<file path="config.mk">
export PLATFORM = sky130hd
export DESIGN_NAME = mem_port_arbiter
export DESIGN_NICKNAME = d
export VERILOG_FILES = /design/src/rtl/mem_port_arbiter.sv
export SDC_FILE = /design/constraint.sdc
export NUM_CORES = 1
export LEC_CHECK = 0
export BUFFER_PORTS_ARGS = -buffer_cell sky130_fd_sc_hd__buf_2
export CAP_MARGIN = 15
export CORE_AREA = 2 2 95 97
export DETAILED_ROUTE_END_ITERATION = 16
export DIE_AREA = 0 0 97 99
export PLACE_DENSITY = 0.76
export SETUP_SLACK_MARGIN = 0.1
export SKIP_CTS_REPAIR_TIMING = 1
export SLEW_MARGIN = 5
export SYNTH_ARGS = -nofsm -noshare
export SYNTH_HDL_FRONTEND = slang
export SYNTH_SLANG_ARGS = --single-unit
</file>
<file path="constraint.sdc">
create_clock -name CLK -period 2.45 [get_ports CLK]
set_input_delay 0.3675 -clock CLK [delete_from_list [all_inputs] [get_ports CLK]]
set_output_delay 0.3675 -clock CLK [all_outputs]
set_load 0.005 [all_outputs]
</file>
<file path="src/rtl/mem_port_arbiter.sv">
// rtl/mem_port_arbiter.sv - shares one single-port SRAM between the fetch port and the data port
// Data side wins by default; a D-grant streak counter guarantees the fetch port eventually wins.
module mem_port_arbiter #(
   parameter int AW           = 10,
   parameter int BW           = 32,
   parameter int MAX_D_STREAK = 4
) (
   input  logic          CLK,
   input  logic          RST,
   input  logic          I_REQ,
   input  logic [29:0]   I_ADDR,
   output logic          I_GNT,
   output logic          I_RVALID,
   output logic [BW-1:0] I_RDATA,
   input  logic          D_REQ,
   input  logic          D_RW,
   input  logic [29:0]   D_ADDR,
   input  logic [BW-1:0] D_WDATA,
   output logic          D_GNT,
   output logic          D_RVALID,
   output logic [BW-1:0] D_RDATA,
   output logic          MEM_CSN,
   output logic          MEM_WEN,
   output logic [AW-1:0] MEM_A,
   output logic [BW-1:0] MEM_DI,
   input  logic [BW-1:0] MEM_DOUT,
   output logic          ERR_OOR
);

   localparam logic [3:0] MAX_STREAK = 4'(MAX_D_STREAK);

   typedef enum logic [2:0] {
      OWN_NONE  = 3'd0,
      OWN_I_RD  = 3'd1,
      OWN_D_RD  = 3'd2,
      OWN_OOR_I = 3'd3,
      OWN_OOR_D = 3'd4
   } owner_t;

   owner_t        r_ret_owner;
   owner_t        w_ret_next;
   logic [3:0]    r_d_streak;
   logic          r_err_oor;
   logic [BW-1:0] r_i_hold;
   logic [BW-1:0] r_d_hold;
   logic          w_i_inr;
   logic          w_d_inr;
   logic          w_i_gnt;
   logic          w_d_gnt;

   assign w_i_inr = (I_ADDR[29:AW] == '0);
   assign w_d_inr = (D_ADDR[29:AW] == '0);

   always_comb begin
      w_i_gnt = 1'b0;
      w_d_gnt = 1'b0;
      if (!RST) begin
         if (I_REQ && D_REQ) begin
            if (r_d_streak < MAX_STREAK) w_d_gnt = 1'b1;
            else                         w_i_gnt = 1'b1;
         end else begin
            w_i_gnt = I_REQ;
            w_d_gnt = D_REQ;
         end
      end
   end

   assign I_GNT   = w_i_gnt;
   assign D_GNT   = w_d_gnt;
   assign ERR_OOR = r_err_oor;

   always_ff @(posedge CLK) begin
      if (RST)                     r_d_streak <= 4'd0;
      else if (!I_REQ || w_i_gnt)  r_d_streak <= 4'd0;
      else if (w_d_gnt && r_d_streak < MAX_STREAK)
                                   r_d_streak <= r_d_streak + 4'd1;
   end

   // Out-of-range grants never reach the SRAM; the address/data buses stay at zero.
   always_comb begin
      MEM_CSN = 1'b1;
      MEM_WEN = 1'b1;
      MEM_A   = '0;
      MEM_DI  = '0;
      if (w_i_gnt && w_i_inr) begin
         MEM_CSN = 1'b0;
         MEM_A   = I_ADDR[AW-1:0];
      end else if (w_d_gnt && w_d_inr) begin
         MEM_CSN = 1'b0;
         MEM_A   = D_ADDR[AW-1:0];
         if (D_RW) begin
            MEM_WEN = 1'b0;
            MEM_DI  = D_WDATA;
         end
      end
   end

   always_ff @(posedge CLK) begin
      if (RST) r_err_oor <= 1'b0;
      else if ((w_i_gnt && !w_i_inr) || (w_d_gnt && !w_d_inr)) r_err_oor <= 1'b1;
   end

   always_ff @(posedge CLK) begin
      if (RST) r_ret_owner <= OWN_NONE;
      else     r_ret_owner <= w_ret_next;
   end

   always_comb begin
      w_ret_next = OWN_NONE;
      if (w_i_gnt)
         w_ret_next = w_i_inr ? OWN_I_RD : OWN_OOR_I;
      else if (w_d_gnt && !D_RW)
         w_ret_next = w_d_inr ? OWN_D_RD : OWN_OOR_D;
   end

   // SRAM data is bypassed in the return cycle and latched into the hold register at its end.
   always_comb begin
      I_RVALID = !RST && (r_ret_owner == OWN_I_RD || r_ret_owner == OWN_OOR_I);
      D_RVALID = !RST && (r_ret_owner == OWN_D_RD || r_ret_owner == OWN_OOR_D);
      I_RDATA  = r_i_hold;
      D_RDATA  = r_d_hold;
      if (I_RVALID) I_RDATA = (r_ret_owner == OWN_I_RD) ? MEM_DOUT : '0;
      if (D_RVALID) D_RDATA = (r_ret_owner == OWN_D_RD) ? MEM_DOUT : '0;
   end

   always_ff @(posedge CLK) begin
      if (RST) begin
         r_i_hold <= '0;
         r_d_hold <= '0;
      end else begin
         if (I_RVALID) r_i_hold <= I_RDATA;
         if (D_RVALID) r_d_hold <= D_RDATA;
      end
   end

endmodule

</file>
# [Word-level counts from Yosys, hierarchy flattened]
# Cells that the tools add are included.
[word_totals] regBits=72 in_bits=129
[classes] n_addsub=1 n_lt_le_gt_ge=1 eq_ne=4 mux=24 n_reduce_logical=21
[ops] cell="$mux W32" count=7
[ops] cell="$logic_not A20 Y1" count=2
[ops] cell="$mux W10" count=2
[ops] cell="$mux W1" count=11
[ops] cell="$logic_and A1 B1 Y1" count=9
[ops] cell="$mux W3" count=3
[ops] cell="$eq A3 B2 Y1 const B" count=2
[ops] cell="$logic_not A1 Y1" count=5
[ops] cell="$add A4 B1 Y4 const B" count=1
[ops] cell="$logic_or A1 B1 Y1" count=4
[ops] cell="$lt A4 B3 Y1 const B" count=1
[ops] cell="$eq A3 B1 Y1 const B" count=1
[ops] cell="$eq A3 B3 Y1 const B" count=1
[ops] cell="$mux W2" count=1
[ops] cell="$reduce_or A2 Y1" count=1

# [Logic depth before layout (Yosys ltp)]
[depth] ltp_word=7 depth_mapped=6 mapped_depth_nobuf=4

# [Least setup slack after synthesis]
# No wires, ideal clock.
[synth_timing] kind="input port to output port" startpoint="input port D_ADDR[12]" endpoint="output port MEM_DI[0]" arrival_time_ps=1568 t_required_ps=2082 setup_slack_ps=515 cell_stages=5 path_cell_list="nor4_1 > nand3_1 > nor4_2 > clkbuf_1 > and2_1"
[synth_via] elab_chain_cells=4
[synth_rtl] item="from (decl)" line_no="17" text="input logic [29:0] D_ADDR,"
[synth_rtl] item="$logic_not A20 Y1" line_no="52" text="assign w_d_inr = (D_ADDR[29:AW] == '0);"
[synth_rtl] item="$logic_and A1 B1 Y1" line_no="88" text="end else if (w_d_gnt && w_d_inr) begin"
[synth_rtl] item="$mux W32" line_no="88"
[synth_rtl] item="$mux W32" line_no="85" text="if (w_i_gnt && w_i_inr) begin"
[synth_rtl] item="to (decl)" line_no="25" text="output logic [BW-1:0] MEM_DI,"
# Every way passes these cells.

# [Worst setup path after layout]
[layout_timing] startpoint="register r_ret_owner[1]" endpoint="output port D_RDATA[10]"
[layout_via] elab_chain_cells=4 word_cells_on_any_way=6 classes_between="eq/ne: 2; mux: 2; reduce/logical: 2"
[layout_rtl] item="from (decl)" line_no="40" text="owner_t r_ret_owner;"
[layout_rtl] item="from (signal assigned)" line_no="105" text="else r_ret_owner <= w_ret_next;"
[layout_rtl] item="$eq A3 B2 Y1 / $eq A3 B3 Y1 (equally long branches)" line_no="119, 123"
[layout_rtl] item="$logic_or A1 B1 Y1" line_no="119" text="D_RVALID = !RST && (r_ret_owner == OWN_D_RD || r_ret_owner == OWN_OOR_D);"
[layout_rtl] item="$logic_and A1 B1 Y1" line_no="119"
[layout_rtl] item="$mux W32 *" line_no="123" text="if (D_RVALID) D_RDATA = (r_ret_owner == OWN_D_RD) ? MEM_DOUT : '0;"
[layout_rtl] item="to (decl)" line_no="21" text="output logic [BW-1:0] D_RDATA,"
# Mark *: on every way between the ends. The rest lies on a longest branch, timed or not.

==> impl_metrics.py <==
metrics = {
    "placement": {
        "place_inst": 713,
        "finalWeightedCongestion": 0.893,
        "portBuffers": 241,
        "dpl.hpwl_mm": 7.95,
        "placedInstanceArea_mm2": 0.00463,
    },
    "cells_and_area": {
        "drive_gt1_share_pct": 44.5,
        "finalNonFillerCells": 730,
        "area_growth_pct": 47.3,
        "num_antenna_cells": 0,
        "fin_nets": 747,
        "n_fill_cell": 815,
        "fin_area_mm2": 0.00483,
    },
    "clock_tree": {
        "clock_path_buffers": 2,
        "numCtsBuffers": 9,
        "cts_tree": "yes",
        "cts.sink_count": 72,
        "cts_root_buf": "clkbuf_8",
        "worstSkewPairLatency_ns": 0.34,
        "clkTransAtPathRegs_ns": 0.07,
        "htreeDepth": 3,
    },
    "routing": {
        "routedWlPerCell_um": 14.0,
        "drt_wl_total_mm": 10.2,
        "dr.pass1.iters": 4,
        "ant_nets": 0,
        "drc": 0,
        "drt_iter0_drc": 99,
        "vias": 3502,
        "via_per_inst": 4.80,
    },
    "power_and_ir_drop": {
        "ir_worst_vdd_mv": 0.287,
        "p_clk_share_pct": 35.9,
        "power.density_mw_per_mm2": 502,
        "p_int_mw": 1.80,
        "swShare_pct": 25.7,
        "power_frac_comb_pct": 14.1,
        "leakagePower_nw": 2.51,
        "power_frac_seq_pct": 49.9,
        "switching_power_mw": 0.623,
    },
    "synth": {
        "synth_cell_types": 28,
        "synth-seq-area-share_pct": 44.0,
        "synth_top_family_by_area": "simple AND/OR/NAND/NOR gates",
        "synth_area_leaders": "dfxtp_1 44%, nor2b_1 12%, a22o_1 11%",
        "synth_nets": 511,
        "synth_fa_ha_area_share_pct": 0.382,
        "synth_area_leader_cell": "dfxtp_1",
        "syn_area_mm2": 0.00328,
        "synth_edf_count": 0,
        "yosys.area_share.simple_pct": 33.9,
        "synthCells": 381,
        "synth_compound_area_share_pct": 17.2,
        "ys_ff_latch": 72,
        "avgSynthCellArea_um2": 8.61,
        "synthArstFlopShare_pct": 0,
        "yosys_warnings": 0,
        "synthFlopType": "dfxtp_1",
        "synth_top_area_share_pct": 44.0,
        "synth_xor_area_share_pct": 0.267,
        "muxShareOfSynthArea_pct": 0,
    },
    "global_route": {
        "grt_max_degree": 43,
        "antenna_found_initial": 0,
        "grt_pass1_wl_mm": 16.0,
        "grt_pass1_vias": 3369,
        "grtUsageTotal_pct": 20.7,
        "grt.overflow.total": 0,
    },
    "die": {
        "start_util_pct": 38.4,
        "row_count": 34,
        "die_area_mm2": 0.00960,
        "io_pins": 242,
        "core_mm2": 0.00855,
        "die_y_um": 99,
        "die_w_um": 97,
    },
    "critical_path": {
        "crit_type": "flip-flop to primary output",
        "critPathArrivalTime_ns": 1.84,
        "end_kind": "primary output",
        "setup.worst_path.start_class": "flip-flop",
        "required_ns": 2.08,
        "crit_fanout": 33,
    },
    "timing": {
        "rsz0062_at_grt": "false",
        "period_share_pct": 90.2,
        "setup_viol": 0,
        "min_period_ns": 2.21,
        "final.setup.tns_ns": 0,
        "finClkSkew_ns": 0.0123,
        "drv_slew": 0,
        "clock.fmax_ghz": 0.452,
        "finalHoldViolCount": 0,
    },
    "status": {
        "status": "finished clean",
    },
    "job": {
        "cap_violations": 0,
    },
    "min_path": {
        "hp-class": "input port to flip-flop",
    },
}
-- critical path: stages (launching register included) --
cell and delay (ns):
dfxtp_1 0.38, buf_6 0.24, nor4b_4 0.27, buf_6 0.27, a22o_1 0.21, buf_2 0.13
-- power by group through the flow --
stage	Combinational (mW)	Clock, mW	Sequential (mW)
finish	0.343	0.872	1.21
global route	0.381	0.949	1.22
CTS	0.343	0.895	1.21
detailed placement	0.341	0	1.24
global placement	0.335	0	1.24
floorplan	0.148	0	1.24
-- state kept, by name, indices dropped and copies added (netlist names) --
register,flops
r_d_hold,32
r_i_hold,32
r_d_streak,4
r_ret_owner,3
ERR_OOR,1
-- placed cells by master, fill, tap and decap left out, types with 2 or more instances in the layout --
master and n:
buf_6 2, and2_1 34, nand2b_1 33, nor2b_1 64
buf_4 10, buf_2 241, inv_2 4, a22o_1 42
inv_1 2, clkinvlp_4 2, o21ai_1 34, nor2_1 4
nand2_1 35, a21oi_1 2, nor4_1 10, clkbuf_8 11
dfxtp_1 72, nor3_1 3, nand3_1 2
-- cell usage after synthesis, types with 3 or more instances --
library cell / instances
dfxtp_1: 72
nor3_1: 3
a22o_1: 42
clkbuf_1: 24
nand2b_1: 33
inv_2: 4
and2_1: 34
nor2b_1: 64
nor4_1: 10
buf_2: 3
o21ai_1: 34
nand2_1: 35
nor2_1: 4
-- layout make-up --
class	instances	area (µm²)	area share (%)
Inverter	6	22.5	0.466
Timing Repair Buffer	254	1320	27.4
Clock inverter	4	28.8	0.596
Multi-Input combinational cell	274	1730	35.7
Sequential cell	72	1440	29.8
Tap cell	108	135	2.80
Clock buffer	12	155	3.21
-- layer usage --
| layer | global-route usage (%) | part of all wire, % |
|---|---|---|
| met1 | 24.3 | 41 |
| met2 | 37.5 | 51 |
| met3 | 4.54 | 7.0 |
| met4 | 6.72 | 1.3 |
| met5 | 0 | 0 |
-- worst paths after layout --
path	startpoint	end	slack, ns	depth (start not counted)
max	r_ret_owner[1]	D_RDATA[10]	0.24	5
min	D_RW	r_ret_owner[2]	0.25	2
max reg2reg	r_ret_owner[2]	r_d_hold[10]	0.84	5
min reg2reg	r_d_streak[0]	r_d_streak[0]	0.46	1
-- logic make-up after synthesis --
logic type / after synthesis
xor+xnor: 1
fa+ha+maj: 1
compound gates: 80
other cells: 1
buf+inv: 35
flops: 72
simple gates: 191
-- through the flow --
step           total power, mW  hold WS [ns]  utilization [%]  setup WS [ns]
2_1_floorplan             1.38         0.407                -          0.515
3_3_place_gp              1.57         0.417             54.1          0.261
3_5_place_dp              1.58         0.443             54.1          0.230
4_1_cts                   2.45         0.231             56.3         0.0990
5_1_grt                   2.55         0.246             56.5          0.104
6_report                  2.43         0.245             56.5          0.240
No activity file was read; power rests on OpenSTA's default activity.
